`src/rtl/mac_pkg.sv`:
```
// Shared types and widths for the MAC sequencing controller.
package mac_pkg;

  localparam int unsigned OP_W      = 32;
  localparam int unsigned ACC_W     = 64;
  localparam int unsigned LEN_W_DEF = 8;

  typedef enum logic [1:0] {
    StIdle,
    StRun,
    StDrain,
    StDone
  } mac_state_t;

endpackage

```
`src/rtl/mac_vld_pipe.sv`:
```
// LAT-deep valid shift register tracking products in flight through the datapath.
module mac_vld_pipe #(
  parameter int unsigned LAT = 3
) (
  input  logic clk,
  input  logic rst,
  input  logic vld_in,
  output logic tap,
  // High when a valid is pending behind the tap (including the one entering now)
  output logic occ_nz
);

  localparam logic [LAT-1:0] TapMask = LAT'(1) << (LAT - 1);

  logic [LAT-1:0] pipe_q, pipe_d;

  // Shift one stage per cycle; new valids enter at bit 0, the tap is the top bit.
  always_comb begin
    pipe_d = (pipe_q << 1) | LAT'(vld_in);
  end

  // Pipeline register; reset drops every in-flight valid.
  always_ff @(posedge clk or posedge rst) begin
    if (rst) begin
      pipe_q <= '0;
    end else begin
      pipe_q <= pipe_d;
    end
  end

  // Outputs: tap bit and pending occupancy behind it.
  always_comb begin
    tap    = pipe_q[LAT-1];
    occ_nz = (|(pipe_q & ~TapMask)) | vld_in;
  end

endmodule

```
`src/rtl/mac_seq_ctrl.sv`:
```
// Dot-product sequencer: issues operand pairs to a fixed-latency multiplier and
// accumulates the returned products with sticky signed-overflow detection.
module mac_seq_ctrl
  import mac_pkg::*;
#(
  parameter int unsigned LAT   = 3,
  parameter int unsigned LEN_W = LEN_W_DEF
) (
  input  logic             clk,
  input  logic             rst,
  input  logic             cmd_valid,
  output logic             cmd_ready,
  input  logic [LEN_W-1:0] cmd_len,
  input  logic             cmd_acc,
  input  logic             op_valid,
  output logic             op_ready,
  input  logic [OP_W-1:0]  op_a,
  input  logic [OP_W-1:0]  op_b,
  output logic             dp_vld,
  output logic [OP_W-1:0]  dp_a,
  output logic [OP_W-1:0]  dp_b,
  input  logic [ACC_W-1:0] dp_prod,
  output logic             res_valid,
  input  logic             res_ready,
  output logic [ACC_W-1:0] res_data,
  output logic             res_ovf,
  output logic             busy
);

  mac_state_t       state_q, state_d;
  logic [LEN_W-1:0] rem_q, rem_d;
  logic             dp_vld_q, dp_vld_d;
  logic [OP_W-1:0]  dp_a_q, dp_a_d;
  logic [OP_W-1:0]  dp_b_q, dp_b_d;
  logic [ACC_W-1:0] acc_q, acc_d;
  logic             ovf_q, ovf_d;
  logic [ACC_W-1:0] sum;
  logic             cmd_hs, op_hs;
  logic             tap, occ_nz;

  mac_vld_pipe #(
    .LAT (LAT)
  ) u_vld_pipe (
    .clk    (clk),
    .rst    (rst),
    .vld_in (dp_vld_q),
    .tap    (tap),
    .occ_nz (occ_nz)
  );

  // Handshake-facing outputs decoded from registered state; cmd_ready held low in reset.
  always_comb begin
    cmd_ready = (state_q == StIdle) && !rst;
    op_ready  = (state_q == StRun) && (rem_q != '0);
    res_valid = (state_q == StDone);
    busy      = (state_q != StIdle);
    dp_vld    = dp_vld_q;
    dp_a      = dp_a_q;
    dp_b      = dp_b_q;
    res_data  = acc_q;
    res_ovf   = ovf_q;
    cmd_hs    = cmd_valid && cmd_ready;
    op_hs     = op_valid && op_ready;
  end

  // Next-state: FSM, issue registers, and accumulate on the delay-line tap.
  always_comb begin
    state_d  = state_q;
    rem_d    = rem_q;
    dp_vld_d = 1'b0;
    dp_a_d   = dp_a_q;
    dp_b_d   = dp_b_q;
    acc_d    = acc_q;
    ovf_d    = ovf_q;
    sum      = acc_q + dp_prod;

    if (tap) begin
      acc_d = sum;
      if ((acc_q[ACC_W-1] == dp_prod[ACC_W-1]) && (sum[ACC_W-1] != acc_q[ACC_W-1])) begin
        ovf_d = 1'b1;
      end
    end

    unique case (state_q)
      StIdle: begin
        if (cmd_hs) begin
          rem_d = cmd_len;
          if (!cmd_acc) begin
            acc_d = '0;
            ovf_d = 1'b0;
          end
          state_d = (cmd_len != '0) ? StRun : StDone;
        end
      end
      StRun: begin
        if (op_hs) begin
          dp_vld_d = 1'b1;
          dp_a_d   = op_a;
          dp_b_d   = op_b;
          rem_d    = rem_q - LEN_W'(1);
          if (rem_q == LEN_W'(1)) begin
            state_d = StDrain;
          end
        end
      end
      StDrain: begin
        // Final product is at the tap with nothing behind it: finish on this accumulate.
        if (tap && !occ_nz) begin
          state_d = StDone;
        end
      end
      StDone: begin
        if (res_ready) begin
          state_d = StIdle;
        end
      end
      default: state_d = StIdle;
    endcase
  end

  // State and datapath registers.
  always_ff @(posedge clk or posedge rst) begin
    if (rst) begin
      state_q  <= StIdle;
      rem_q    <= '0;
      dp_vld_q <= 1'b0;
      dp_a_q   <= '0;
      dp_b_q   <= '0;
      acc_q    <= '0;
      ovf_q    <= 1'b0;
    end else begin
      state_q  <= state_d;
      rem_q    <= rem_d;
      dp_vld_q <= dp_vld_d;
      dp_a_q   <= dp_a_d;
      dp_b_q   <= dp_b_d;
      acc_q    <= acc_d;
      ovf_q    <= ovf_d;
    end
  end

endmodule

```
`config.mk`:
```
export PLATFORM = sky130hd
export DESIGN_NAME = mac_seq_ctrl
export DESIGN_NICKNAME = d
export VERILOG_FILES = /design/src/rtl/mac_pkg.sv /design/src/rtl/mac_vld_pipe.sv /design/src/rtl/mac_seq_ctrl.sv
export SDC_FILE = /design/constraint.sdc
export NUM_CORES = 1
export LEC_CHECK = 0
export CORE_UTILIZATION = 25
export CTS_CLUSTER_SIZE = 12
export DETAILED_ROUTE_END_ITERATION = 16
export GPL_ROUTABILITY_DRIVEN = 0
export GPL_TIMING_DRIVEN = 0
export HOLD_SLACK_MARGIN = 0.06
export SYNTH_ARGS = -nofsm -noshare
export SYNTH_HDL_FRONTEND = slang
export SYNTH_SLANG_ARGS = --single-unit
```
`constraint.sdc`:
```
create_clock -name clk -period 9.6 [get_ports clk]
set_clock_uncertainty 0.2 [all_clocks]
set_input_delay 1.92 -clock clk [delete_from_list [all_inputs] [get_ports clk]]
set_output_delay 1.92 -clock clk [all_outputs]
set_load 0.05 [all_outputs]
```
==> metrics.cfg <==
[clocking]
clkLatencyLatePin_ns=0.45
cts_num_sinks=143
ctsLongestPathBuffers=2
cts.reportedPaths.clkPinSlew_ns=0.07
cts_setup_buffers=0
cts_tree=done
cts_hold_repair.buffers=0
cts.repair.resized=0
cts_inserted_buffers=17
clock-root-buffer=sky130_fd_sc_hd__clkbuf_16
clock_tree.htree_level_count=4

[logic_synthesis]
synth_area_leader_cell=sky130_fd_sc_hd__dfrtp_1
synth-warning-count=0
netlist_area_um2=9543
synthArstFlopShare_pct=100.0
synthDominantCellAreaShare_pct=37.50
synth-seq-area-share_pct=37.50
synth_cell_types=65
synth-edff-count=0
syn_inst=1023
ys.flop_type=sky130_fd_sc_hd__dfrtp_1
synth_area_per_cell_um2=9.328
ys_top_cells_by_area=sky130_fd_sc_hd__dfrtp_1, sky130_fd_sc_hd__ha_1, sky130_fd_sc_hd__mux2_2, sky130_fd_sc_hd__a21oi_1, sky130_fd_sc_hd__mux2i_1
postSynthRegisterBits=143
syn-num-nets=1236

[floorplanning]
core_region_area_um2=37580
die-height_um=197.4
standard_cell_row_count=71
floorplan.initialDensity_pct=25.40
die_w_um=197.4
die_area_um2=38960
i_o_pins=276

[timing]
max_freq_ghz=0.1804
finalWorstPathRequiredPeriod_ns=5.542
tns_ns=0
timing_hold_violations_final=0
worst_slew_margin_rel_pct=39.53
tightest_slew_ns=0.9071
finalSetupViolCount=0
final_clock_period_utilization_by_the_worst_path_pct=57.73
final-max-slew-violation-count=0
grt_setup_unrepaired=no

[worst_setup_path]
critPathRequiredTime_ns=7.48
crit_path_max_fanout=2
worstPathArrival_ns=3.42
setup.worst_path.start_class=input pin
slowest_stage_cell_crit_path=sky130_fd_sc_hd__clkdlybuf4s50_1
crit_path_end_kind=output pin
timing.critical_path.max_delay_family=buffers and inverters
critPathKind=input pin to output pin
slowest_delay_ns=0.83
critPathMostFrequentCell=sky130_fd_sc_hd__clkdlybuf4s50_1
cp.buffers_inverters=2
timing.critical_path.cells=clkdlybuf4s50_1 -> nor2_1 -> clkdlybuf4s50_1

[grt]
globalRoute.totalOverflow=0
grt_pass1_wl_um=50520
antenna_violations_before_repair=4
first_global_vias=9179
grt_start_max_net_pins=86
grtUsageTotal_pct=16.89

[layout]
synthToLayoutAreaGrowth_pct=42.03
finalNetCount=1531
fin_area_um2=13550
layout-drive-gt1-share_pct=8.790
num-fill-cells=3823

[drt]
avgViaCountPerCell=4.846
routed_wirelength_um=32470
via_count=8932
detail-route-antenna-nets=0
dr.first_iter.drc_count=377
routedWlPerCell_um=17.62
drt_first_pass_iters=5
detail_route.drc_violations=0

[run]
number_of_max_capacitance_violations_reported=0

[power]
power.share.sequential_pct=20.2
static-leakage-power_nw=5.609
p_clk_share_pct=11.9
switching_power_mw=2.979
p_comb_share_pct=67.9
netSwitchingFraction_pct=52.61
cellInternalPower_mw=2.684
vdd.ir_drop.worst_mv=0.2236
power.density_nw_per_um2=417.8

[placed_design]
hpwlAfterDp_um=25240
numPortBuffers=275
placement.cell_area_um2=12970

[min_path]
timing.hold.worst.class=register to register

[outcome]
status=completed

state kept, by name, indices dropped and copies added, names as in the netlist:
signal             flops
res_ovf                1
dp_b                  32
state_q                2
u_vld_pipe.pipe_q      3
dp_a                  32
dp_vld                 1
res_data              64
rem_q                  8
power by group through the flow:
| stage | sequential (mW) | clock [mW] | combinational (mW) |
|---|---|---|---|
| 2_1_floorplan | 2.07 | 0 | 1.73 |
| 3_3_place_gp | 1.15 | 0 | 3.80 |
| 3_5_place_dp | 1.15 | 0 | 3.83 |
| 4_1_cts | 1.15 | 0.702 | 3.85 |
| 5_1_grt | 1.19 | 0.724 | 4.14 |
| 6_report | 1.14 | 0.676 | 3.84 |
cells by family (layout without fill, tap and decap cells):
| kind of cell | count (synthesis) | in the layout | share of synthesized area (%) |
|---|---|---|---|
| xor gates and xnor gates | 54 | 54 | 4.956 |
| DFF | 143 | 143 | 37.50 |
| adders and majority gates | 71 | 71 | 9.388 |
| muxes | 112 | 112 | 12.59 |
| other | 0 | 1 | 0 |
| buffers and inverters | 81 | 389 | 3.252 |
| and+or+nand+nor | 275 | 275 | 13.77 |
| AOI/OAI and AO/OA | 287 | 287 | 18.55 |
placed cells by master, fill, tap and decap left out, types with 44 or more instances in the layout:
master / count
sky130_fd_sc_hd__a21oi_1: 103
sky130_fd_sc_hd__nand2_1: 66
sky130_fd_sc_hd__dfrtp_1: 143
sky130_fd_sc_hd__mux2_2: 64
sky130_fd_sc_hd__nor2_1: 96
sky130_fd_sc_hd__clkdlybuf4s50_1: 275
sky130_fd_sc_hd__clkbuf_1: 44
sky130_fd_sc_hd__o21ai_0: 59
sky130_fd_sc_hd__mux2i_1: 48
sky130_fd_sc_hd__ha_1: 70
cells in the mapped netlist (4+ instances only):
master	n
sky130_fd_sc_hd__xor2_1	18
sky130_fd_sc_hd__o31ai_1	4
sky130_fd_sc_hd__nand3b_1	8
sky130_fd_sc_hd__o21ai_0	59
sky130_fd_sc_hd__o21ai_1	4
sky130_fd_sc_hd__inv_1	31
sky130_fd_sc_hd__a21boi_0	4
sky130_fd_sc_hd__a21o_1	29
sky130_fd_sc_hd__a31oi_1	4
sky130_fd_sc_hd__or2_2	6
sky130_fd_sc_hd__nand2b_1	9
sky130_fd_sc_hd__o21bai_1	17
sky130_fd_sc_hd__nor3_1	13
sky130_fd_sc_hd__xnor2_1	36
sky130_fd_sc_hd__ha_1	70
sky130_fd_sc_hd__mux2_2	64
sky130_fd_sc_hd__nand4_1	21
sky130_fd_sc_hd__clkbuf_1	44
sky130_fd_sc_hd__nand2_1	66
sky130_fd_sc_hd__a211oi_1	9
sky130_fd_sc_hd__nand3_1	18
sky130_fd_sc_hd__o21a_1	12
sky130_fd_sc_hd__a21oi_1	103
sky130_fd_sc_hd__dfrtp_1	143
sky130_fd_sc_hd__mux2i_1	48
sky130_fd_sc_hd__o211ai_1	13
sky130_fd_sc_hd__a41oi_1	4
sky130_fd_sc_hd__nor4_1	6
sky130_fd_sc_hd__nor2_1	96
sky130_fd_sc_hd__or3_1	8
sky130_fd_sc_hd__nor2b_1	6
metrics by stage:
stage | instances | utilization, % | hold WS, ns | setup WS (ns) | total power, mW
after global routing | 1842 | 36.06 | 0.1906 | 3.990 | 6.048
after global placement | 1809 | 34.42 | 0.1530 | 1.037 | 4.944
after detailed placement | 1810 | 34.52 | 0.1608 | 3.731 | 4.981
final | 1843 | 36.07 | 0.1801 | 4.058 | 5.663
after CTS | 1842 | 36.06 | 0.1817 | 4.041 | 5.698
after floorplan | 1023 | - | 0.1465 | 3.642 | 3.803
metal layers:
| layer | wire length [um] | GRT usage [%] |
|---|---|---|
| met1 | 13880 | 20.26 |
| met2 | 15290 | 27.87 |
| met3 | 2666 | 6.232 |
| met5 | 13 | 0 |
| met4 | 611 | 5.398 |
layout make-up:
class / count / area (um2) / share of cell area [%]
Clock inverter: 14 / 142.6 / 1.052
Clock buffer: 18 / 439.2 / 3.240
Timing Repair Buffer: 276 / 2780 / 20.51
Antenna cell: 1 / 2.502 / 0.01846
Tap cell: 511 / 639.4 / 4.717
Inverter: 31 / 123.9 / 0.9139
Sequential cell: 143 / 3578 / 26.40
Multi-Input combinational cell: 799 / 5654 / 41.72
Buffer: 50 / 193.9 / 1.431
worst paths after layout:
kind	cells past startpoint	slack, ns	endpoint	startpoint
worst max-delay path	3	4.06	cmd_ready	rst
worst min-delay path	0	0.18	u_vld_pipe.pipe_q[1]	u_vld_pipe.pipe_q[0]
worst max register to register	11	5.80	res_data[55]	res_data[1]
worst min register to register	0	0.18	u_vld_pipe.pipe_q[1]	u_vld_pipe.pipe_q[0]
max in group asynchronous	3	6.66	res_data[47]	rst
min in group asynchronous	2	1.72	dp_b[23]	rst
Note: power is estimated with default switching activity, not from simulation.
